## src/rtl/bnn_pkg.sv

```systemverilog
// Shared BNN constants and the image loader state encoding.
// BNN_Network imports IMG_SIZE from here so the loader and network widths always match.
package bnn_pkg;

   localparam int IMG_WIDTH = 30;
   localparam int IMG_SIZE  = IMG_WIDTH * IMG_WIDTH;
   localparam int IN_WIDTH  = 8;
   localparam int NUM_BEATS = (IMG_SIZE + IN_WIDTH - 1) / IN_WIDTH;
   localparam int CNT_W     = $clog2(NUM_BEATS);

   typedef enum logic [1:0] {
      IDLE = 2'd0,
      LOAD = 2'd1,
      FULL = 2'd2
   } ldr_state_e;

endpackage

```

## src/rtl/bnn_img_loader.sv

```systemverilog
// Packs a stream of IN_WIDTH-pixel beats into the flat IMG_SIZE-bit image for BNN_Network
// and holds the completed frame until the consumer acknowledges it.
module bnn_img_loader
   import bnn_pkg::*;
(
   input  logic                clk,
   input  logic                rst,
   input  logic [IN_WIDTH-1:0] in_data,
   input  logic                in_sof,
   input  logic                in_valid,
   output logic                in_ready,
   output logic [IMG_SIZE-1:0] buff,
   output logic                buff_valid,
   input  logic                buff_ack,
   output logic                frame_err
);

   ldr_state_e          state, state_next;
   logic [CNT_W-1:0]    beat_cnt, cnt_next;
   logic [CNT_W-1:0]    wr_idx;
   logic                wr_en;
   logic                err_next;
   logic                accept;
   logic [IMG_SIZE-1:0] buff_next;

   assign in_ready   = (state != FULL);
   assign buff_valid = (state == FULL);
   assign accept     = in_valid & in_ready;

   always_ff @(posedge clk) begin
      if (rst) begin
         state     <= IDLE;
         beat_cnt  <= '0;
         buff      <= '0;
         frame_err <= 1'b0;
      end else begin
         state     <= state_next;
         beat_cnt  <= cnt_next;
         buff      <= buff_next;
         frame_err <= err_next;
      end
   end

   always_comb begin
      state_next = state;
      cnt_next   = beat_cnt;
      wr_en      = 1'b0;
      wr_idx     = beat_cnt;
      err_next   = 1'b0;
      case (state)
         IDLE: begin
            if (accept) begin
               if (in_sof) begin
                  wr_en      = 1'b1;
                  wr_idx     = '0;
                  cnt_next   = CNT_W'(1);
                  state_next = LOAD;
               end else begin
                  err_next = 1'b1;
               end
            end
         end
         LOAD: begin
            if (accept) begin
               wr_en = 1'b1;
               if (in_sof) begin
                  // early restart: the partial frame is abandoned, new data lands at slice 0
                  wr_idx   = '0;
                  cnt_next = CNT_W'(1);
                  err_next = 1'b1;
               end else if (beat_cnt == CNT_W'(NUM_BEATS - 1)) begin
                  cnt_next   = '0;
                  state_next = FULL;
               end else begin
                  cnt_next = beat_cnt + CNT_W'(1);
               end
            end
         end
         FULL: begin
            if (buff_ack) state_next = IDLE;
         end
         default: state_next = IDLE;
      endcase
   end

   // One decoded enable per beat slice; the last slice keeps only the in-range pixels.
   for (genvar k = 0; k < NUM_BEATS; k++) begin : g_slice
      localparam int LO = k * IN_WIDTH;
      localparam int NB = (IMG_SIZE - LO < IN_WIDTH) ? (IMG_SIZE - LO) : IN_WIDTH;
      logic slice_we;
      assign slice_we = wr_en && (wr_idx == CNT_W'(k));
      assign buff_next[LO +: NB] = slice_we ? in_data[NB-1:0] : buff[LO +: NB];
   end

endmodule

```

## config.mk

```make
export PLATFORM = sky130hd
export DESIGN_NAME = bnn_img_loader
export DESIGN_NICKNAME = d
export VERILOG_FILES = /design/src/rtl/bnn_pkg.sv /design/src/rtl/bnn_img_loader.sv
export SDC_FILE = /design/constraint.sdc
export NUM_CORES = 2
export LEC_CHECK = 0
export CAP_MARGIN = 10
export CORE_AREA = 4 4 350 352
export CTS_CLUSTER_DIAMETER = 30
export DETAILED_ROUTE_END_ITERATION = 16
export DIE_AREA = 0 0 354 356
export PLACE_DENSITY = 0.64
export SYNTH_ARGS = -nofsm -noshare
export SYNTH_HDL_FRONTEND = slang
export SYNTH_SLANG_ARGS = --single-unit
export TNS_END_PERCENT = 50
```

## constraint.sdc

```tcl
create_clock -name clk -period 6 [get_ports clk]
set_input_delay 1.2 -clock clk [delete_from_list [all_inputs] [get_ports clk]]
set_output_delay 1.2 -clock clk [all_outputs]
set_load 0.01 [all_outputs]
```

---- Word-level counts from Yosys, hierarchy flattened ----
Index checks and enable logic that the tools add are counted.
word-level totals
  register bits ........................... 910
  output and inout bits ................... 903
operators by class
  add/sub/neg operators ................... 1
  reduce and logical (&&, ||, !) cells .... 119
  mux-type cells .......................... 23
  bitwise logic cells ..................... 1
  equality and inequality tests ........... 122
operators by type and width
  kind                                                                     count
  7-bit equality test, second input constant                               50
  7-bit by 6-bit equality test with 1-bit output, second input constant    32
  1-bit logical AND                                                        113
  7-bit by 5-bit equality test with 1-bit output, second input constant    16
  7-bit by 4-bit equality test with 1-bit output, second input constant    8
  7-bit 2-to-1 mux                                                         8
  7-bit by 3-bit equality test with 1-bit output, second input constant    4
  7-bit by 2-bit equality test with 1-bit output, second input constant    2
  7-bit one-hot mux with 2 select lines                                    1
  2-bit 2-to-1 mux                                                         6
  2-bit inequality test, second input constant                             6
  7-bit by 1-bit adder with 7-bit output, second input constant            1
  7-bit by 1-bit equality test with 1-bit output, second input constant    1
  7-bit logical NOT                                                        1
  2-bit one-hot mux with 3 select lines                                    1
  6-bit AND reduction                                                      1
  1-bit 2-to-1 mux                                                         5
  1-bit one-hot mux with 2 select lines                                    2
  4-bit AND reduction                                                      1
  2-bit by 1-bit equality test with 1-bit output, second input constant    1
  2-bit equality test, second input constant                               1
  2-bit logical NOT                                                        1
  2-bit by 1-bit inequality test with 1-bit output, second input constant  1
  2-bit nonzero test                                                       1
  other kinds (2)                                                          2

---- Longest topological paths before layout ----
  depth in word-level cells ............... 6
  depth in mapped cells ................... 8
  depth with buffers taken out ............ 5

---- Least setup slack after synthesis ----
Ideal clock, no wire load.
  kind .................................... in2reg
  start point ............................. input port in_sof
  end point ............................... register buff[392]
  arrival time ............................ 2.569 ns
  stages .................................. 7
  library setup time ...................... 0.132 ns
  slack ................................... 3.299 ns
  cell sequence ........................... buf_2 > and4bb_2 > buf_2 > o211a_1 > buf_2 > nand2_1 > mux2i_1
on the way
  longest elaborated chain between the ends .. 5
ends and longest elaborated chain
  element                                         RTL line                                    source
  from (decl)                                     bnn_img_loader.sv:9                         input logic in_sof,
  7-bit 2-to-1 mux                                bnn_img_loader.sv:53, bnn_img_loader.sv:66
  7-bit 2-to-1 mux                                bnn_img_loader.sv:52                        if (accept) begin
  7-bit 2-to-1 mux                                n/a
  7-bit by 6-bit equality test with 1-bit output  bnn_img_loader.sv:91                        assign slice_we = wr_en && (wr_idx == CNT_W'(k));
  1-bit logical AND (*)                           bnn_img_loader.sv:91
  to (signal assigned)                            bnn_img_loader.sv:39                        buff <= buff_next;
  to (decl)                                       bnn_img_loader.sv:12                        output logic [IMG_SIZE-1:0] buff,
Mark *: on every way between the ends. The rest lies on a longest branch, timed or not.
A chain may end at the register's enable or synchronous reset.

---- Worst setup path in the final report ----
  start point ............................. input port in_sof
  end point ............................... register buff[264]
Same word-level chain as after synthesis.

==> results_dict.tcl <==
set metrics [dict create \
    p_seq_frac 0.330 \
    die_w_um 354 \
    path_cells "clkdlybuf4s50_1, buf_4, and4bb_2, and2_2, nand4_2, mux2i_1" \
    dieArea_um2 126000 \
    fp.dieH_um 356 \
    antenna_left 0 \
    cts_tree "built" \
    grt_max_degree 311 \
    power_leakage_nw 23.0 \
    power_mw 18.4 \
    postCtsSetupBuffers 0 \
    p_int_mw 14.4 \
    start_util 0.292 \
    grt_pass1_vias 27100 \
    layout_commonest_cell "clkdlybuf4s50_1" \
    synthDistinctLibCells 48 \
    grt_usage 0.209 \
    drc_errors 0 \
    switching_power_mw 3.96 \
    dp_hpwl_mm 91.6 \
    p_comb_frac 0.022 \
    vdd_drop_max_v 0.000266 \
    fin_setup_tns_ns 0 \
    antenna_found_initial 5 \
    clkTransAtPathRegs_ns 0.04 \
    synthCells 3207 \
    startpoint "in_sof" \
    relSlewSlack 0.172 \
    finalCritPeriodShare 0.623 \
    worstMarginPinSlew_ns 1.24 \
    critPathBufInv 2 \
    routed_wl_mm 138 \
    max_freq_ghz 0.267 \
    clockRootBuffer "clkbuf_16" \
    placed_cell_area_um2 45400 \
    gp_congestion 0.785 \
    period_needed_ns 3.74 \
    worstSetupPathType "input port to flip-flop" \
    report.final.slew_viol_count 0 \
    pwr_density_cell_nw_per_um2 348 \
    layout-drive-gt1-share 0.116 \
    cts_buffer_depth 3 \
    synth_nets 3222 \
    worst-path-max-fanout 25 \
    ioPinCount 916 \
    grt_pass1_wl_mm 195 \
    ys_ff_latch 910 \
    syn_area_um2 34800 \
    final_cell_mix "clkdlybuf4s50_1, dfxtp_1, nand2b_1" \
    fin_util 0.443 \
    sw_frac_of_total 0.215 \
    endpoint_kind "flip-flop" \
    cts_made_buffers 204 \
    nNetsFinal 4111 \
    yosysWarnings 0 \
    cap_violations 0 \
    wl_per_cell_um 23.4 \
    worstSkewPairLatency_ns 0.80 \
    worstHoldPathType "flip-flop to flip-flop" \
    rsz0062_at_grt "no" \
    synthToLayoutAreaGrowth_pct 52.0 \
    clkPwrFrac 0.648 \
    cts.hold.buffers_added 0 \
    skew_ns 0.0332 \
    setup_violations 0 \
    cp-start-kind "input port" \
    viasPerCell 4.62 \
    crit_arrival_ns 4.35 \
    cts_resized 0 \
    firstDrtPassIters 6 \
    grt_overflow_total 0 \
    drt_iter0_markers 1726 \
    core_area_um2 119000 \
    post_synth.cell_area_avg_um2 10.8 \
    r2r-start "state[0]" \
    place_ws_ns 1.45 \
    crit_family "simple AND/OR/NAND/NOR gates" \
    setup_ws_ns 2.26 \
    htreeDepth 4 \
    worstHoldStart "buff[399]" \
    slowest_stage "and2_2" \
    vias 27200 \
    slowest_delay_ns 0.81 \
    outcome "completed" \
    fin_area_um2 52900 \
    hold_viol 0 \
    portBuffers 915 \
    row_count 127 \
    yosysSeqAreaShare 0.524 \
    crit_required_ns 6.61 \
    clkSinkCount 910 \
]
-- flip-flops by register name (all words and copies together), names as in the netlist --
name / cells
beat_cnt: 7
buff: 900
frame_err: 1
state: 2
-- logic make-up (layout without fill, tap and decap cells) --
family,Yosys count,in the layout,share of synthesized area
flops,910,910,0.524
simple gates,1094,1094,0.208
fa+ha+maj,2,2,0.000719
other cells,0,1,0
buf+inv,272,1334,0.0314
xor+xnor,5,5,0.00126
compound gates,228,228,0.0343
mux,696,696,0.200
-- worst paths after layout --
path	slack, ns	end	depth (start not counted)
setup / recovery	2.26	buff[264]	6
hold / removal	0.47	buff[399]	2
setup reg to reg	2.91	buff[264]	4
hold reg to reg	0.47	buff[399]	2
-- cell type report --
cell class	instances	area, um2
Clock buffer	279	5850
Timing Repair Buffer	951	9580
Clock inverter	100	1630
Tap cell	1612	2020
Fill cell	11000	66500
Antenna cell	1	2.50
Sequential cell	910	18200
Inverter	4	15.0
Multi-Input combinational cell	2025	15600
-- Yosys cell counts, drive strengths merged --
cell type | instances | share of area
mux2i | 696 | 0.20
or2 | 1 | 0.00018
a31oi | 1 | 0.00018
nor2 | 16 | 0.0019
and3b | 5 | 0.0013
and2 | 8 | 0.0014
and3 | 6 | 0.0011
dfxtp | 910 | 0.52
inv | 4 | 0.00043
or3b | 2 | 0.00050
o2111ai | 4 | 0.0010
nor2b | 4 | 0.00072
a41o | 1 | 0.00029
buf | 35 | 0.0058
and4 | 1 | 0.00025
and4bb | 2 | 0.00072
a21oi | 9 | 0.0013
ha | 2 | 0.00072
nor4b | 1 | 0.00068
a22oi | 2 | 0.00043
clkbuf | 233 | 0.025
xor2 | 1 | 0.00025
a41oi | 1 | 0.00025
nand2b | 708 | 0.13
o21ai | 205 | 0.029
nand2 | 68 | 0.012
nor4 | 4 | 0.0020
nand3b | 198 | 0.043
nand4 | 27 | 0.0054
nand3 | 29 | 0.0069
a21boi | 1 | 0.00022
a211oi | 1 | 0.00022
a311o | 1 | 0.00029
nor3b | 5 | 0.0011
o211a | 1 | 0.00029
o211ai | 1 | 0.00036
nor3 | 9 | 0.0026
xnor2 | 4 | 0.0010
-- worst register-to-register path: stages (launching register included) --
cell	delay [ns]
dfxtp_1	0.58
and4bb_2	0.65
and2_2	0.82
nand4_2	0.61
mux2i_1	0.27
-- per-stage QoR --
stage / hold slack (ns) / cells
floorplan: 0.493 / 3207
global placement: 0.460 / 5499
detailed placement: 0.463 / 5502
CTS: 0.473 / 5881
global route: 0.487 / 5881
finish: 0.470 / 5882
-- metal layers --
| metal | global-route usage | part of all wire |
|---|---|---|
| met5 | 0 | 0.00033 |
| met4 | 0.0889 | 0.039 |
| met3 | 0.0790 | 0.082 |
| met2 | 0.347 | 0.48 |
| met1 | 0.242 | 0.40 |
-- power by group through the flow --
stage | Clock (mW) | Combinational, mW | Sequential (mW)
after floorplan | 0 | 0.252 | 6.18
after global placement | 0 | 0.414 | 6.18
after detailed placement | 0 | 0.412 | 6.19
after CTS | 12.1 | 0.412 | 6.07
after global routing | 12.4 | 0.430 | 6.07
final | 11.9 | 0.409 | 6.07
Note: power is estimated with default switching activity, not from simulation.
